===== src/rtl/frame_accum.sv =====
// frame_accum: reduces each framed beat stream to one beat {sum of uc_d0, beat count}; ports uc_* in, cu_sflags back, cd_* out, dc_sflags back, frm_drop pulse
module frame_accum #(
  parameter int W = 32
) (
  input  logic         clk,
  input  logic         rst,
  input  logic [W-1:0] uc_d0,
  input  logic [W-1:0] uc_d1,
  input  logic [3:0]   uc_mflags,
  output logic [1:0]   cu_sflags,
  output logic [W-1:0] cd_d0,
  output logic [W-1:0] cd_d1,
  output logic [3:0]   cd_mflags,
  input  logic [1:0]   dc_sflags,
  output logic         frm_drop
);
  typedef enum logic [1:0] {ST_IDLE, ST_ACC, ST_OUT} state_t;
  localparam logic [W-1:0] ONE = 1;
  state_t state;
  logic [W-1:0] acc, cnt;
  logic uc_first, uc_last, uc_vld, dc_abt, dc_bsy, cd_vld, cu_bsy, take;
  logic unused_ok;
  assign unused_ok = ^{uc_d1, uc_mflags[3]};
  assign {uc_first, uc_last, uc_vld} = uc_mflags[2:0];
  assign {dc_abt, dc_bsy} = dc_sflags;
  assign cd_vld = state == ST_OUT;
  assign cu_bsy = cd_vld & dc_bsy;
  assign take = uc_vld & ~cu_bsy;
  assign cu_sflags = {dc_abt, cu_bsy};
  assign cd_mflags = {cd_vld & dc_bsy, cd_vld, cd_vld, cd_vld};
  always_ff @(posedge clk) begin
    frm_drop <= 1'b0;
    if (rst) begin
      state <= ST_IDLE;
      acc <= '0;
      cnt <= '0;
      cd_d0 <= '0;
      cd_d1 <= '0;
    end else if (dc_abt) begin
      state <= ST_IDLE;
      acc <= '0;
      cnt <= '0;
    end else if (take && state == ST_ACC && !uc_first) begin
      if (uc_last) begin
        cd_d0 <= acc + uc_d0;
        cd_d1 <= cnt + ONE;
        state <= ST_OUT;
      end else begin
        acc <= acc + uc_d0;
        cnt <= cnt + ONE;
      end
    end else if (take) begin
      frm_drop <= (state == ST_ACC) | ~uc_first;
      if (!uc_first) state <= ST_IDLE;
      else if (uc_last) begin
        cd_d0 <= uc_d0;
        cd_d1 <= ONE;
        state <= ST_OUT;
      end else begin
        acc <= uc_d0;
        cnt <= ONE;
        state <= ST_ACC;
      end
    end else if (cd_vld && !dc_bsy) state <= ST_IDLE;
  end
endmodule


===== config.mk =====
export PLATFORM = sky130hd
export DESIGN_NAME = frame_accum
export DESIGN_NICKNAME = d
export VERILOG_FILES = /design/src/rtl/frame_accum.sv
export SDC_FILE = /design/constraint.sdc
export NUM_CORES = 1
export LEC_CHECK = 0
export ABC_CLOCK_PERIOD_IN_PS = 9600
export CORE_MARGIN = 2
export CORE_UTILIZATION = 45
export CTS_CLUSTER_DIAMETER = 200
export DETAILED_ROUTE_END_ITERATION = 16
export PLACE_DENSITY = 0.75
export SETUP_SLACK_MARGIN = 0.4
export SYNTH_ARGS = -nofsm -noshare
export SYNTH_HDL_FRONTEND = slang
export SYNTH_SLANG_ARGS = --single-unit

===== constraint.sdc =====
create_clock -name clk -period 9.6 [get_ports clk]
set_input_delay 1.92 -clock clk [delete_from_list [all_inputs] [get_ports clk]]
set_output_delay 1.92 -clock clk [all_outputs]
set_load 0.05 [all_outputs]

==> summary.txt <==
Run status
  – Status: complete, no violations

Layout
  – Number of fill cells in the layout: about 1600
  – Fin nets: roughly 1100
  – Final Cell Area: 9120 um^2
  – Final core occ: a little under three fifths
  – Share of layout cells above drive strength 1: roughly 5.6%
  – Ant diodes: 0
  – Layout area overhead: 22.4%

Floorplan
  – Full die area: ~18000 um^2
  – Core ar.: around 16000 um^2
  – Die Y: around 130 um
  – Chip width: between 100 and 150 um
  – Starting density of the core: between 40% and 50%
  – Row cnt: 47
  – I/O Pins: about 140

Clock network
  – Post-cts repair resize count: 0
  – CTS sink cnt: 131
  – Cts bufs inserted: 17
  – Hold Buf Count CTS: 0
  – Clock Latency Late Sink: around 0.43 ns
  – CTS tree: done
  – CTS root buf: clkbuf_16
  – CTS clk-pin slew, worst paths: ~0.060 ns
  – Total setup buffers inserted after CTS: 0
  – H-tree depth: 4
  – Clk buf depth: 2

Timing
  – Worst Setup Slack, final: around 4.3 ns
  – Fmax: approximately 190 MHz
  – Tightest Pin Transition: between 1 and 1.5 ns
  – Post-route clock period utilization: between 50% and 60%
  – Final hold vios: 0
  – Clock skew: between 0.008 and 0.009 ns
  – Slew Limit Fails: 0
  – RSZ-0062 raised after global routing: false
  – Setup violators final: 0
  – Max-slew headroom: between 20 and 30%
  – Final min period: around 5.3 ns
  – Post-Route Setup TNS: 0 ns

GRT
  – GRT Residual Overflow: 0
  – Initial antenna violation count: 0
  – Vias in the first global route: 6580
  – First-pass GRT wire length: 31400 um
  – Largest net degree at the start of global routing: 76
  – GRT Total Usage: between 20% and 30%

Hold path
  – Type of the most critical hold path: register to register

Placed design
  – RD Place Congestion: ~0.86
  – Port bufs: roughly 110
  – Pre-CTS setup slack: roughly 4.3 ns
  – Dpl cell area: around 8600 um^2
  – Detailed placement HPWL: approximately 12000 um

Pwr
  – Peak supply drop: between 0.1 and 0.15 mV
  – Leak: 3.33 nW
  – Pwr Density: around 150 nW/um^2

Yosys
  – Synth Register Bits: around 130
  – Synth warn: 0
  – EDFF count, synth: 0
  – Synthesized area per cell: about 7.7 um^2
  – Synth cell types: 62
  – Post-synth top cells: nor2_1 (144), dfxtp_1 (131), a21oi_1 (108)
  – Cell taking the most area after synthesis: dfxtp_1
  – Async set-or-reset flop fraction in the synthesized netlist: 0%
  – Post-Syn Nets: around 1100
  – Syn Std Cell Area: 7450 um^2
  – Sequential cell area fraction in the yosys report: between 30% and 40%
  – Area contributors post-synth: dfxtp_1 (35%), a21oi_1 (7.3%), nor2_1 (7.3%)
  – Share of the synthesized area in the top cell type: 35.2%
  – Post-synth top flop: dfxtp_1
  – Cells after synthesis: ~970
  – Count leader, synth: nor2_1

Detailed routing
  – Max layer used: met4
  – Detailed Route WL: approximately 19000 um
  – Met3 WL: about 900 um
  – Met1 wire length: ~9100 um
  – Router iterations before antenna repair: 5
  – Metal2 WL: ~8500 um
  – Antenna viol nets, final: 0
  – WL/cell: roughly 15 um
  – # DRC: 0
  – Vias: 6995
  – Avg Vias per Cell: 5.53
  – Initial DRC count: around 500

Critical path
  – Crit path required time: between 7 and 8 ns
  – Startpoint Class: input port
  – Critical path arrival: around 3.4 ns
  – CP Capture Type: output port
  – Crit path kind: input port to output port
  – CP Max Fanout: 3

Flow run
  – Max cap viols: 0
==> where the power goes <==
part / internal (mW) / leakage [nW] / switching (mW)
combinational: 0.0616 / 2.01 / 0.104
clock: 0.369 / 0.265 / 0.241
sequential: 0.554 / 1.06 / 0.00619
total: 0.985 / 3.33 / 0.351
==> metrics by stage <==
step / total power, mW / instances / hold WS, ns
after floorplan: 0.684 / 969 / 0.440
after global placement: 0.734 / 1233 / 0.438
after detailed placement: 0.737 / 1233 / 0.445
after CTS: 1.34 / 1265 / 0.453
after global routing: 1.39 / 1265 / 0.477
final: 1.34 / 1265 / 0.448
==> area by class of cell <==
type                       count  area [um^2]  share of cell area, %
multi-input combinational    755         4500                   49.3
sequential                   131         2620                   28.7
timing repair buffer         116         1140                   12.5
clock buffer                  24          472                   5.17
tap                          220          275                   3.02
clock inverter                 8         77.6                  0.850
inverter                      11         41.3                  0.453
==> state kept, by name, summed over array words and instances, names as in the netlist <==
| name | flops |
|---|---|
| cd_d0 | 32 |
| state | 2 |
| frm_drop | 1 |
| acc | 32 |
| cd_d1 | 32 |
| cnt | 32 |
==> cells in the final DEF (no fill, tap or decap), drive strengths merged, types with 24 or more instances in the layout <==
master and count:
clkbuf 24, nand2 106, nand3 40, xnor2 32, a211oi 33, ha 32, clkdlybuf4s50 108, nor2 145
o21ai 54, nor3 30, a21oi 111, dfxtp 131
==> routing by layer <==
metal,vias to the layer above,global-route usage [%]
met5,-,0
met4,0,8.12
met3,27,4.60
met2,175,34.0
met1,3256,29.4
li1,3537,-
==> cell families after synthesis <==
| group | Yosys count | synth area share, % |
|---|---|---|
| mux | 14 | 1.88 |
| fa+ha+maj | 33 | 5.64 |
| xor+xnor | 53 | 6.23 |
| compound gates | 271 | 22.9 |
| flops | 131 | 35.2 |
| simple gates | 384 | 23.5 |
| buf+inv | 83 | 4.73 |
==> path summary, 6_finish.rpt <==
path	start	slack, ns	cells past startpoint	to
hold / removal	cd_d1[3]	0.45	2	cd_d1[3]
setup / recovery	dc_sflags[0]	4.32	3	cd_mflags[3]
hold reg to reg	cd_d1[3]	0.45	2	cd_d1[3]
setup reg to reg	acc[0]	6.45	11	cd_d0[18]
==> critical path: stages <==
cell and delay (ns):
clkdlybuf4s50_1 0.49, and2_1 0.15, clkdlybuf4s50_1 0.80
No activity file was read; power rests on OpenSTA's default activity.
==> RTL change 1: new RTL, same settings <==
`W`: 32 -> 16.
--- a/src/rtl/frame_accum.sv
+++ b/src/rtl/frame_accum.sv
@@ -1,5 +1,5 @@
 // frame_accum: reduces each framed beat stream to one beat {sum of uc_d0, beat count}; ports uc_* in, cu_sflags back, cd_* out, dc_sflags back, frm_drop pulse
 module frame_accum #(
-  parameter int W = 32
+  parameter int W = 16
 ) (
   input  logic         clk,
Ports: changed (resized cd_d0, cd_d1, uc_d0 and uc_d1); port bits go from 143 to 79. The function was not compared with the original's and may differ.
==> RTL change 1 against the unedited design <==
Critical path depth stayed put. Synthesized cell count is 51% lower. Setup slack better by 0.017 ns. Wire length is 52% lower. Sequential power is 49% lower. First-iteration DRC count is 60% lower. Synthesized area is 49% lower. Sequential cell count is 64 lower. Power is 56% lower. Cell area is 49% lower. Clock power is 64% lower. Largest cell class unchanged. Highest routed layer unchanged.
==> RTL change 1: results (changes against the unedited design) <==
** Yosys
- Post-synth cell types :: 58 (was 62)
- Top cells by instance count after synthesis :: sky130_fd_sc_hd__dfxtp_1, sky130_fd_sc_hd__nor2_1, sky130_fd_sc_hd__a21oi_1, sky130_fd_sc_hd__nand2_1, sky130_fd_sc_hd__nand3_1 (was sky130_fd_sc_hd__nor2_1, sky130_fd_sc_hd__dfxtp_1, sky130_fd_sc_hd__a21oi_1, sky130_fd_sc_hd__nand2_1, sky130_fd_sc_hd__o21ai_0)
- Fraction of the yosys area taken by sequential cells :: 35.1% (was 35.2%)
- Net count of the mapped netlist :: 533 (was 1074)
- Avg Cell Area, Syn :: 8.03 um2 (was 7.69 um2)

** Power
- The net switching fraction of the power is 28.2% (was 26.3%).
- Worst IR drop on VDD :: 0.0722 mV (was 0.132 mV)

** GRT
- GR Util All Layers :: 21.0% (was 21.7%)
- Met2 track demand over resource in global routing :: 35.4% (was 34.0%)
- Met3 Resource Use GR :: 4.62% (was 4.60%)
- The met1 usage came to 26.5% (was 29.4%).
- Wire length of the first global-routing pass :: 15.2 mm (was 31.4 mm)
- Via count of the first global-routing pass :: 3315 (was 6580)

** Clock tree
- The CTS root buffer was sky130_fd_sc_hd__clkbuf_8 (was sky130_fd_sc_hd__clkbuf_16).
- The total CTS buffers is 9 (was 17).
- Clock H-tree levels :: 3 (was 4)
- The clock-pin slew on the worst setup and hold paths came to 0.08 ns (was 0.06 ns).

** Worst setup path
- Critical path endpoint :: cu_sflags[0] (was cd_mflags[3])
- The arrival time of the worst setup path came to 3.34 ns (was 3.36 ns).
- The minimum setup slack among reg-to-reg paths was 6.89 ns (was 6.45 ns).
- The critical register-to-register path endpoint is cnt[14] (was cd_d0[18]).
- The logic depth of the worst register-to-register path came to 6 (was 11).
- Reg-to-reg startpoint :: state[0] (was acc[0])
- Maximum fanout encountered on the critical timing path :: 2 (was 3)

** Placed design
- Instance area at placement :: 4420 um2 (was 8570 um2)
- The quantity of I/O buffers inserted on ports came to 61 (was 109).
- Number of instances in the placed design :: 612 (was 1233)
- The routability congestion estimate from global placement came to 0.868 (was 0.863).
- The placed wire-length estimate was 6.09 mm (was 12.4 mm).
- Setup WS pre-CTS :: 4.33 ns (was 4.32 ns)

** Status
- Outcome :: complete, no violations (unchanged)

** Cells and area
- The total number of nets in the final design was 575 (was 1137).
- Layout cells sized above 1 :: 6.88% (was 5.55%)

** Route
- The total wire length after detailed routing was 9.12 mm (was 18.9 mm).
- The count of routing violations after the opening detailed-route iteration was 199 (was 502).
- Mean number of vias per cell :: 5.63 (was 5.53)

** Timing
- The final hold slack is 0.452 ns (was 0.448 ns).
- Relative slew slack :: 23.2% (was 28.5%)
- The clock skew was 0.00911 ns (was 0.00882 ns).
-- RTL change 1: power groups by stage --
stage          sequential, uW  combinational (uW)  clock, uW
6_report                  285                79.9        222
5_1_grt                   286                87.3        238
4_1_cts                   285                79.8        226
3_5_place_dp              292                79.1          0
3_3_place_gp              291                77.6          0
2_1_floorplan             300                44.3          0
-- RTL change 1: worst min path at each step --
stage               startpoint       end  cells after the start
finish                cd_d1[4]  cd_d1[4]                      2
detailed placement    cd_d1[6]  cd_d1[6]                      2
global placement      cd_d1[5]  cd_d1[5]                      2
global route          cd_d1[4]  cd_d1[4]                      2
CTS                   cd_d1[2]  cd_d1[2]                      2
floorplan              acc[13]   acc[13]                      2
-- RTL change 1: final cells by class --
cell class	count	area, um2
multi-input combinational	373	2300
inverter	2	7.51
timing repair buffer	65	641
fill	759	3600
tap	105	131
clock inverter	5	37.5
sequential	67	1340
clock buffer	11	151
-- RTL change 1: cell families (layout without fill, tap and decap cells) --
logic type	after synthesis	after routing	share of synthesized area, %
flops	67	67	35.1
mux	9	9	2.36
fa+ha+maj	17	17	5.76
compound gates	131	131	21.4
simple gates	193	193	24.9
xor+xnor	23	23	5.27
buf+inv	36	83	5.17
-- RTL change 1: worst min-delay path, stage by stage (launching register included) --
cell                      delay (ns)
sky130_fd_sc_hd__dfxtp_1        0.31
sky130_fd_sc_hd__nand2_1        0.05
sky130_fd_sc_hd__a21oi_1        0.05
-- RTL change 1: metal layers --
layer	part of all wire (%)	vias up
li1	-	1789
met1	46	1636
met2	47	98
met3	5.4	14
met4	1.7	0
met5	0	-
==> RTL change 2: new RTL, config.mk and constraints unchanged <==
Made on the original files. Register the outputs `cu_sflags` and `cd_mflags`; this adds one clock of latency there. The other outputs are not delayed to match.
--- a/src/rtl/frame_accum.sv
+++ b/src/rtl/frame_accum.sv
@@ -27,6 +27,8 @@
   assign cu_bsy = cd_vld & dc_bsy;
   assign take = uc_vld & ~cu_bsy;
-  assign cu_sflags = {dc_abt, cu_bsy};
-  assign cd_mflags = {cd_vld & dc_bsy, cd_vld, cd_vld, cd_vld};
+  always_ff @(posedge clk) begin
+    cu_sflags <= {dc_abt, cu_bsy};
+    cd_mflags <= {cd_vld & dc_bsy, cd_vld, cd_vld, cd_vld};
+  end
   always_ff @(posedge clk) begin
     frm_drop <= 1'b0;
Formal check against the unedited RTL: not equivalent (Yosys sat finds a counterexample within 4 cycles, from zero or initial values and one cycle with rst high).
==> RTL change 2 against the unedited design <==
Setup slack better by 0.37 ns. Hold slack is essentially flat. Die area is 0.26% lower. Power up 12%. Clock skew shrank 0.0013 ns. Sequential cell count grew 3. Core utilization rose by 2.1 points. Synthesized cell count is 0.83% lower. Critical path depth increased by 9. First-iteration DRC count shrank 13%. Synthesized area down 0.27%. Wire length grew 0.11%. Cell area up 1.2%. Largest cell class unchanged. Largest power group unchanged. Highest routed layer unchanged.
==> RTL change 2: results (changes against the unedited design) <==
** Status
- Outcome: complete, no violations (unchanged).

** Worst setup path
- The cell with the largest stage delay on the worst path is sky130_fd_sc_hd__a2111oi_0 (was sky130_fd_sc_hd__clkdlybuf4s50_1).
- Arrival time reported for the critical path endpoint :: 5.18 ns (was 3.36 ns)
- The minimum setup slack among reg-to-reg paths came to 6.34 ns (was 6.45 ns).
- The largest stage delay on the critical path came to 0.52 ns (was 0.80 ns).
- Crit path from :: uc_d0[0] (was dc_sflags[0])
- The kind of cell adding the most delay to the critical path was compound AO/OA/AOI/OAI gates (was buffers and inverters).

** Timing
- Skew final :: 0.00752 ns (was 0.00882 ns)
- Worst hold slack after final layout :: 0.448 ns (about the same)

** GRT
- The first-pass GRT wire length is 31.2 mm (was 31.4 mm).
- Met2 track demand over resource in global routing :: 33.4% (was 34.0%)

** Placed design
- The area of placed instances is 8550 um2 (was 8570 um2).
- The number of instances in the placed design is 1223 (was 1233).
- The routability congestion estimate from global placement is 0.871 (was 0.863).
- Setup WS pre-CTS :: 4.28 ns (was 4.32 ns)

** Route
- Via count :: 6938 (was 6995)
- The vias per cell came to 5.53 (about the same).

** Yosys
- Largest cells by area after synthesis :: sky130_fd_sc_hd__dfxtp_1, sky130_fd_sc_hd__a21oi_1, sky130_fd_sc_hd__nor2_1 (unchanged)
- Adder-cell share of the synthesized area :: 5.65% (was 5.64%)
- The xor/xnor share of the synthesized area came to 6.48% (was 6.23%).
- Number of instances in the synthesized netlist :: 961 (was 969)
- Net count of the mapped netlist :: 1066 (was 1074)

** Hold path
- The end point of the most critical hold path is cd_d1[4] (was cd_d1[3]).
- Source of the worst hold timing path :: cd_d1[4] (was cd_d1[3])

** Power
- Worst IR drop on VDD :: 0.150 mV (was 0.132 mV)
-- RTL change 2: changes by cell type in the layout (fill, tap and decap cells not counted), sizes merged, moves of 4 or more --
cell | unedited run | this run
o211ai | 5 | 11
o21ai | 54 | 39
xnor2 | 32 | 24
xor2 | 21 | 31
nand2b | 10 | 4
a211oi | 33 | 45
mux2i | 14 | 10
a31oi | 11 | 7
bufinv | 1 | 6
nand2 | 106 | 121
a21o | 21 | 13
nor3 | 30 | 23
-- RTL change 2: layer usage --
layer / routed length [um] / vias up
met5: 0 / -
met4: 272 / 0
met3: 1010 / 24
met2: 8380 / 177
met1: 9260 / 3217
li1: - / 3520
-- RTL change 2: final cells by class --
class | instances | area, um2 | share of cell area [%]
Timing Repair Buffer | 117 | 1150 | 12.4
Clock buffer | 21 | 460 | 4.99
Multi-Input combinational cell | 747 | 4420 | 47.9
Tap cell | 216 | 270 | 2.93
Clock inverter | 11 | 219 | 2.37
Sequential cell | 134 | 2680 | 29.1
Inverter | 9 | 33.8 | 0.366
